## src/rtl/frame_buffer_pkg.sv

```systemverilog
`default_nettype none
// +--------------------------------------------------------------------------+
// | frame_buffer_pkg : frame-buffer geometry, FSM states, DDR address pack   |
// | Rev 1.0                                                                  |
// +--------------------------------------------------------------------------+
package frame_buffer_pkg;

   localparam int X_WID           = 12;
   localparam int Y_WID           = 12;
   localparam int BURST_LEN       = 32;
   localparam int BYTES_PER_BURST = 2048;
   localparam int BIDX_WID        = X_WID - 11;

   typedef enum logic [1:0] {
      ST_IDLE  = 2'd0,
      ST_ADDR  = 2'd1,
      ST_DATA  = 2'd2,
      ST_FLUSH = 2'd3
   } rd_state_t;

   // {5'b0, frame, y, burst_idx, 11'b0}: one 2 KiB burst per slot
   function automatic logic [31:0] pack_addr(
      input logic [2:0]          frame,
      input logic [Y_WID-1:0]    y,
      input logic [BIDX_WID-1:0] burst_idx
   );
      return 32'({frame, y, burst_idx, 11'b0});
   endfunction

endpackage
`default_nettype wire

```

## src/rtl/rd_beat_downsizer.sv

```systemverilog
`default_nettype none
// +--------------------------------------------------------------------------+
// | rd_beat_downsizer : 512-bit beat holding register, 32-bit word out       |
// | Rev 1.0                                                                  |
// +--------------------------------------------------------------------------+
module rd_beat_downsizer (
   input  logic         axi_clk,
   input  logic         rst,
   input  logic         in_load,
   input  logic [511:0] in_load_data,
   input  logic         in_pop,
   input  logic         in_flush,
   output logic         out_full,
   output logic         out_full_next,
   output logic         out_last_word,
   output logic [31:0]  out_word
);

   logic [511:0] hold_q, hold_d;
   logic         full_q, full_d;
   logic [3:0]   word_idx_q, word_idx_d;

   // A new beat wins over flush/pop so back-to-back beats leave no bubble
   always_comb begin
      hold_d     = hold_q;
      full_d     = full_q;
      word_idx_d = word_idx_q;
      if (in_load) begin
         hold_d     = in_load_data;
         full_d     = 1'b1;
         word_idx_d = 4'd0;
      end else if (in_flush) begin
         full_d = 1'b0;
      end else if (in_pop) begin
         word_idx_d = word_idx_q + 4'd1;
         if (word_idx_q == 4'd15) begin
            full_d = 1'b0;
         end
      end
   end

   always_ff @(posedge axi_clk or posedge rst) begin
      if (rst) begin
         hold_q     <= '0;
         full_q     <= 1'b0;
         word_idx_q <= 4'd0;
      end else begin
         hold_q     <= hold_d;
         full_q     <= full_d;
         word_idx_q <= word_idx_d;
      end
   end

   assign out_full      = full_q;
   assign out_full_next = full_d;
   assign out_last_word = (word_idx_q == 4'd15);
   assign out_word      = hold_q[{word_idx_q, 5'b0} +: 32];

endmodule
`default_nettype wire

```

## src/rtl/rd_address_decoder_512.sv

```systemverilog
`default_nettype none
// +--------------------------------------------------------------------------+
// | rd_address_decoder_512 : AXI4 line fetch master, 512-bit R to 32-bit px  |
// | Rev 1.0                                                                  |
// +--------------------------------------------------------------------------+
module rd_address_decoder_512
   import frame_buffer_pkg::*;
(
   input  logic               axi_clk,
   input  logic               rst,
   input  logic [X_WID-1:0]   x_win,
   input  logic               in_req_valid,
   output logic               out_req_ready,
   input  logic [Y_WID-1:0]   in_req_y,
   input  logic [2:0]         in_req_frame,
   output logic               out_rd_avalid,
   input  logic               in_rd_aready,
   output logic [31:0]        out_rd_addr,
   output logic [7:0]         out_rd_len,
   input  logic               in_rd_valid,
   output logic               out_rd_ready,
   input  logic [511:0]       in_rd_data,
   input  logic               in_rd_last,
   output logic               out_pix_valid,
   input  logic               in_pix_ready,
   output logic [31:0]        out_pix_data,
   output logic               out_pix_last,
   output logic               out_err
);

   localparam logic [7:0] LAST_BEAT = 8'(BURST_LEN - 1);

   rd_state_t             state_q, state_d;
   logic [Y_WID-1:0]      y_q, y_d;
   logic [2:0]            frame_q, frame_d;
   logic [BIDX_WID-1:0]   burst_idx_q, burst_idx_d;
   logic [BIDX_WID:0]     nbursts_q, nbursts_d;
   logic [7:0]            beat_cnt_q, beat_cnt_d;
   logic [X_WID-3:0]      pix_cnt_q, pix_cnt_d;
   logic                  avalid_q, avalid_d;
   logic [31:0]           addr_q, addr_d;
   logic                  err_q, err_d;

   logic [X_WID-3:0]      x_words;
   logic                  words_left;
   logic                  hold_full, hold_full_next, hold_last_word;
   logic [31:0]           hold_word;
   logic                  pix_pop, hold_flush, rd_hs;
   logic [BIDX_WID:0]     burst_next;

   assign x_words       = x_win[X_WID-1:2];
   assign words_left    = (pix_cnt_q < x_words);
   assign out_pix_valid = hold_full && words_left;
   assign out_pix_data  = hold_word;
   assign out_pix_last  = out_pix_valid && (pix_cnt_q == x_words - 1'b1);
   assign pix_pop       = out_pix_valid && in_pix_ready;
   // Past the end of the line every word is dropped, so R never stalls
   assign hold_flush    = hold_full && (!words_left || (pix_pop && out_pix_last));
   assign out_rd_ready  = (state_q == ST_DATA) &&
                          (!hold_full || (pix_pop && hold_last_word) || hold_flush);
   assign rd_hs         = in_rd_valid && out_rd_ready;
   assign burst_next    = {1'b0, burst_idx_q} + 1'b1;

   assign out_req_ready = (state_q == ST_IDLE);
   assign out_rd_avalid = avalid_q;
   assign out_rd_addr   = addr_q;
   assign out_rd_len    = LAST_BEAT;
   assign out_err       = err_q;

   rd_beat_downsizer u_downsizer (
      .axi_clk       (axi_clk),
      .rst           (rst),
      .in_load       (rd_hs),
      .in_load_data  (in_rd_data),
      .in_pop        (pix_pop),
      .in_flush      (hold_flush),
      .out_full      (hold_full),
      .out_full_next (hold_full_next),
      .out_last_word (hold_last_word),
      .out_word      (hold_word)
   );

   always_comb begin
      state_d     = state_q;
      y_d         = y_q;
      frame_d     = frame_q;
      burst_idx_d = burst_idx_q;
      nbursts_d   = nbursts_q;
      beat_cnt_d  = beat_cnt_q;
      pix_cnt_d   = pix_cnt_q;
      avalid_d    = avalid_q;
      addr_d      = addr_q;
      err_d       = 1'b0;

      if (pix_pop) begin
         pix_cnt_d = pix_cnt_q + 1'b1;
      end

      case (state_q)
         ST_IDLE: begin
            if (in_req_valid) begin
               y_d         = in_req_y;
               frame_d     = in_req_frame;
               burst_idx_d = '0;
               pix_cnt_d   = '0;
               nbursts_d   = {1'b0, x_win[X_WID-1:11]} +
                             {{BIDX_WID{1'b0}}, (x_win[10:0] != 11'd0)};
               addr_d      = pack_addr(in_req_frame, in_req_y, '0);
               avalid_d    = 1'b1;
               state_d     = ST_ADDR;
            end
         end
         ST_ADDR: begin
            if (in_rd_aready) begin
               avalid_d   = 1'b0;
               beat_cnt_d = 8'd0;
               state_d    = ST_DATA;
            end
         end
         ST_DATA: begin
            if (rd_hs) begin
               if (beat_cnt_q != 8'hFF) begin
                  beat_cnt_d = beat_cnt_q + 8'd1;
               end
               if (in_rd_last) begin
                  // Early last is still honoured as the burst end
                  err_d       = (beat_cnt_q != LAST_BEAT);
                  burst_idx_d = burst_next[BIDX_WID-1:0];
                  if (burst_next < nbursts_q) begin
                     addr_d   = pack_addr(frame_q, y_q, burst_next[BIDX_WID-1:0]);
                     avalid_d = 1'b1;
                     state_d  = ST_ADDR;
                  end else begin
                     state_d = ST_FLUSH;
                  end
               end else begin
                  err_d = (beat_cnt_q == LAST_BEAT);
               end
            end
         end
         ST_FLUSH: begin
            if (!hold_full_next) begin
               state_d = ST_IDLE;
            end
         end
         default: state_d = ST_IDLE;
      endcase
   end

   always_ff @(posedge axi_clk or posedge rst) begin
      if (rst) begin
         state_q     <= ST_IDLE;
         y_q         <= '0;
         frame_q     <= '0;
         burst_idx_q <= '0;
         nbursts_q   <= '0;
         beat_cnt_q  <= '0;
         pix_cnt_q   <= '0;
         avalid_q    <= 1'b0;
         addr_q      <= '0;
         err_q       <= 1'b0;
      end else begin
         state_q     <= state_d;
         y_q         <= y_d;
         frame_q     <= frame_d;
         burst_idx_q <= burst_idx_d;
         nbursts_q   <= nbursts_d;
         beat_cnt_q  <= beat_cnt_d;
         pix_cnt_q   <= pix_cnt_d;
         avalid_q    <= avalid_d;
         addr_q      <= addr_d;
         err_q       <= err_d;
      end
   end

endmodule
`default_nettype wire

```

## config.mk

```make
export PLATFORM = sky130hd
export DESIGN_NAME = rd_address_decoder_512
export DESIGN_NICKNAME = d
export VERILOG_FILES = /design/src/rtl/frame_buffer_pkg.sv /design/src/rtl/rd_beat_downsizer.sv /design/src/rtl/rd_address_decoder_512.sv
export SDC_FILE = /design/constraint.sdc
export NUM_CORES = 2
export LEC_CHECK = 0
export ABC_AREA = 1
export CORE_AREA = 2 2 240 242
export CTS_CLUSTER_DIAMETER = 30
export CTS_CLUSTER_SIZE = 8
export DETAILED_ROUTE_END_ITERATION = 10
export DIE_AREA = 0 0 242 244
export DONT_BUFFER_PORTS = 1
export PLACE_DENSITY = 0.67
export SLEW_MARGIN = 20
export SYNTH_ARGS = -nofsm -noshare
export SYNTH_HDL_FRONTEND = slang
export SYNTH_HIERARCHICAL = 1
export SYNTH_SLANG_ARGS = --single-unit
```

## constraint.sdc

```tcl
create_clock -name axi_clk -period 28.8 [get_ports axi_clk]
set_clock_uncertainty 0.2 [all_clocks]
set_input_delay 5.76 -clock axi_clk [delete_from_list [all_inputs] [get_ports axi_clk]]
set_output_delay 5.76 -clock axi_clk [all_outputs]
set_load 0.05 [all_outputs]
```

# --- Word-level counts from Yosys, hierarchy flattened ---
# Cells that the tools add are included.
op_classes:
  n_reduce_logical: 26
  eq_ne: 16
  shifts: 1
  n_mul: 0
  bitwise: 0
  div_mod_pow: 0
  mux: 39
  order_cmp: 2
  addsub: 6
ops:
  columns: ["cell", "n"]
  rows:
  - ["$shiftx 512x10->32", 1]
  - ["$mux 32", 4]
  - ["$pmux 32 s2", 1]
  - ["$mux 10", 3]
  - ["$mux 8", 3]
  - ["$pmux 8 s2", 1]
  - ["$mux 1", 15]
  - ["$mux 2", 6]
  - ["$mux 4", 3]
  - ["$reduce_bool 11->1", 1]
  - ["$add 10x1->10 const B", 1]
  - ["$eq 10x10->1", 1]
  - ["$lt 10x10->1", 1]
  - ["$ne 2x2->1 const B", 5]
  - ["$reduce_and 5->1", 2]
  - ["$sub 10x1->10 const B", 1]
  - ["$add 8x1->8 const B", 1]
  - ["$eq 8x5->1 const B", 1]
  - ["$logic_and 1x1->1", 8]
  - ["$ne 8x5->1 const B", 1]
  - ["$ne 8x8->1 const B", 1]
  - ["$pmux 2 s4", 1]
  - ["$reduce_and 4->1", 2]
  - ["$ne 2x1->1 const B", 3]
  - ["other kinds (16)", 23]
totals:
  register_bits: 589
  inputBits: 546
  mem_bits_rw: 0
  memories: 0
  output_inout_bits: 78
  wordCells: 103
  mem_bits_ro: 0
  latchBits: 0

# --- Logic depth before layout (Yosys ltp) ---
logic_depth:
  word_depth: 12
  mapped_depth: 22
  mapped_depth_nobuf: 19

# --- By module ---
# Netlist, hierarchy kept.
modules_own_cells:
  columns: ["mod", "seq_area_each_um2", "cells_per_inst", "n_inst", "area_per_inst_um2"]
  rows:
  - ["rd_beat_downsizer", 12937.4, 3388, 1, 25268.0]
  - ["rd_address_decoder_512", 1401.3, 508, 1, 3766.1]

# --- Worst setup path before layout ---
# Ideal clock, no wire load.
synth_path:
  path_kind: "input -> output"
  from: "input x_win[3]"
  to: "output out_pix_last"
  t_arrival_ns: 7.767
  required_time_ns: 22.840
  slack_ns: 15.073
  path_buffers: 0
  cell_stages: 8
  path_cell_list: "inv_1 ha_1 inv_1 nor2_1 o211ai_1 nand3_1 nor2_1 and3_1"
synth_via:
  elab_chain_cells: 3
  elab_cells_between_ends: 5
  classes_between: "add/sub: 1; order compare: 1; eq/ne: 1; reduce/logical: 2"
synth_rtl:
  columns: ["item", "line", "rtl"]
  rows:
  - ["start, declared", "rd_address_decoder_512.sv:11", "input logic [X_WID-1:0] x_win,"]
  - ["$lt 10x10->1", "rd_address_decoder_512.sv:52", "assign words_left = (pix_cnt_q < x_words);"]
  - ["$logic_and 1x1->1", "rd_address_decoder_512.sv:53", "assign out_pix_valid = hold_full && words_left;"]
  - ["via out_pix_valid", "rd_address_decoder_512.sv:24", "output logic out_pix_valid,"]
  - ["$logic_and 1x1->1", "rd_address_decoder_512.sv:55", "assign out_pix_last = out_pix_valid && (pix_cnt_q == x_words - 1'b1);"]
  - ["end, declared", "rd_address_decoder_512.sv:27", "output logic out_pix_last,"]
# The timed path passes the listed nets, and every way through them passes these cells.

# --- Worst setup path in the final report ---
layout_path:
  from: "input x_win[5]"
  to: "output out_pix_last"
# Same word-level chain as after synthesis.

==> results.md <==
* Outcome: finished, final reports clean
* Cts bufs inserted at about 120
* Post-CTS sizing at 0
* Final HPWL DP at 71000 um
* Worst R2R Start: u_downsizer/word_idx_q[0]$_DFFE_PP0P_
* Worst Hold Class: reg2reg
* Via count at ~25000
* Hold buffers post-CTS at 0
* Maximum VDD drop at 0.124 mV
* Critical path class: in2out
* Crit path launch type: input pin
* Cells after DPL at 4442
* Setup repair bufs after CTS at 0
* Simple-gate share of the synthesized area at 26.1%
* Synthesized area at 29000 um^2
* Syn. warnings at 6
* Power per Cell Area at 143 nW/um^2
* Core Area at 56200 um^2
* Critical R2R Capture: u_downsizer/hold_q[226]$_DFFE_PP0P_
* Number of I/O port buffers at 0
* Minimum clock period at 13.90 ns
* Count of pins over their slew limit at 0
* Max-cap violations at 0
* Root Driver: clkbuf_16
* First-pass GRT wire length at 148000 um
* Post-Layout Cell Count at 4688
* H-tree Lvls at 3
* Initial Util at approximately half
* Post-synthesis mux area share at 0%
* DIE HEIGHT at roughly 240 um
* Total negative setup slack at 0 ns
* Post-Synth Adder-Cell Area at 0.733%
* Drt wl/cell at ~21 um
* Netlist cell types at 43
* Worst slew pin tran at 1.10 ns
* DRC Markers at 0
* Die footprint at 59000 um^2
* Crit Path Max Fanout at 4
* Worst Path Arrival at 7.94 ns
* Commonest cells after routing, fill and taps aside: nand2_1 (1373), inv_1 (600), dfrtp_1 (571)
* Vias in the first global route at 23900
* Ratio of cells with drive above 1 in the final layout at 7.05%
* Top FF cell, synth: dfrtp_1
* Async SR Flop Fraction at 100%
* Hold_sp: beat_cnt_q[7]$_DFFE_PP0P_
* Hold worst-path end: beat_cnt_q[7]$_DFFE_PP0P_
* Area growth, synth to finish at 15.5%
* Drt via density at 5.34
* Synth top area share at ~50%
* Period utilization at 48.3%
* Worst-skew pair later-pin latency at 0.68 ns
* Ranking of synthesized cells by area: dfrtp_1 (49%), nand2_1 (18%), inv_1 (7.8%), nand3_1 (6.3%), o21ai_0 (6.3%)
* Largest net degree at the start of global routing at 255
* Clock Pin Slew Worst Setup and Hold Paths at 0.05 ns
* Clk sink count at 573
* Initial antenna violation count at 31
* Congestion Overflow GR at 0
* Worst setup EP type: output port
* LEAKAGE at 16.7 nW
* Die width at ~240 um
* Sequential-to-total area share from yosys stat at 49.4%
* # rows at 87
* Internal reg-to-reg setup slack at around 22 ns
* Leading area contributor after synthesis: dfrtp_1
* Final WL at about 100000 um
* Num ports at 624
* EDFF count, synth at 0
* GRT Resource Usage Total at 33.3%
* CTS tree: yes
* Routed Antenna Nets at 0
* WP data required at 22.84 ns
* Largest family of logic cells by synthesized area: simple AND/OR/NAND/NOR gates
* Seq cells post-synth at 573
* Most common cell after layout, fill and taps aside: nand2_1
* Slew Limit Headroom at 26.5%
* DR iter-0 viols at about 2700
* Pre-antenna DRT Iters at 6
* Compound-gate portion of the synthesized area at 10.1%
* Worst r2r path cells at 13
* RSZ-0062 raised after global routing: false
* Final hold violations at 0
* Clock tree buffer depth at 3
* Avg Inst Size Synth at 7.45 um^2
* Synth Instances at 3896
* Final setup fails at 0
* Hold path cells at 2
* Xor and xnor fraction of the mapped netlist area at less than 1%
* Max Fclk at just over 0.07 GHz
* Nets at 4373
* GP Congestion at about 0.9
## routing by layer
layer	vias up	global-route usage [%]	routed length (um)
li1	11800	-	-
met1	11900	44.5	40300
met2	1143	50.9	46000
met3	189	11.7	11000
met4	28	11.0	2940
met5	-	0	188
## through the flow
| step | cell area (um^2) | power, mW | setup slack [ns] | hold WS [ns] | util [%] |
|---|---|---|---|---|---|
| floorplan | 29100 | 2.70 | 8.40 | 0.242 | - |
| global placement | 28700 | 3.15 | 14.92 | 0.256 | 51.2 |
| detailed placement | 28700 | 3.19 | 14.92 | 0.264 | 51.2 |
| CTS | 33400 | 4.79 | 14.91 | 0.284 | 59.6 |
| global route | 33500 | 5.08 | 14.65 | 0.299 | 59.7 |
| finish | 33500 | 4.80 | 14.90 | 0.279 | 59.7 |
## registers in the layout (all words and copies together), names as in the netlist
register	flops
u_downsizer/hold_q	512
out_rd_addr	16
u_downsizer/word_idx_q	4
beat_cnt_q	8
out_err	1
frame_q	3
y_q	12
pix_cnt_q	10
u_downsizer/out_full	1
state_q	2
out_rd_avalid	1
nbursts_q	2
burst_idx_q	1
## cells by family (layout without fill, tap and decap cells)
kind of cell,after synthesis,in the layout
and+or+nand+nor,1844,1844
buffers and inverters,869,868
AOI/OAI and AO/OA,579,579
DFF,573,573
adders and majority gates,17,17
xor gates and xnor gates,12,12
other,2,39
## area by class of cell
type	count	area [um^2]
Tap cell	756	946
Antenna cell	15	37.5
Inverter	614	2330
Clock inverter	70	1250
Timing Repair Buffer	24	220
Multi-Input combinational cell	2476	10900
Fill cell	5223	22600
Clock buffer	160	3470
Sequential cell	573	14300
## how the worst max path moves through the flow
stage,start,to,slack [ns],cells past startpoint
final,x_win[5],out_pix_last,14.90,8
after CTS,x_win[3],out_pix_last,14.91,8
after detailed placement,x_win[3],out_pix_last,14.92,8
after global placement,x_win[3],out_pix_last,14.92,8
after floorplan,rst,u_downsizer/hold_q[0]$_DFFE_PP0P_,8.40,1
after global routing,x_win[7],out_rd_ready,14.65,10
## worst max-delay path, cell delays in order
cell and delay [ns]:
inv_2 0.02, ha_1 0.30, a21oi_1 0.15, o21ai_0 0.10
nand2_1 0.07, nand3_1 0.09, nor2_1 0.84, and3_1 0.60
## power breakdown
group	internal, mW	switching, mW
Combinational	0.438	1.39
Clock	1.12	0.467
Sequential	1.20	0.188
## cell usage after synthesis (13+ instances only)
cell type,instances
o21ai_0,367
nand2_1,1373
buf_2,110
buf_6,38
inv_1,604
dfrtp_1,573
buf_4,34
nor2_1,47
nand3_1,367
clkbuf_1,66
ha_1,17
a21oi_1,13
nand4_1,30
o21ai_1,188
(Power assumes the default switching activity.)
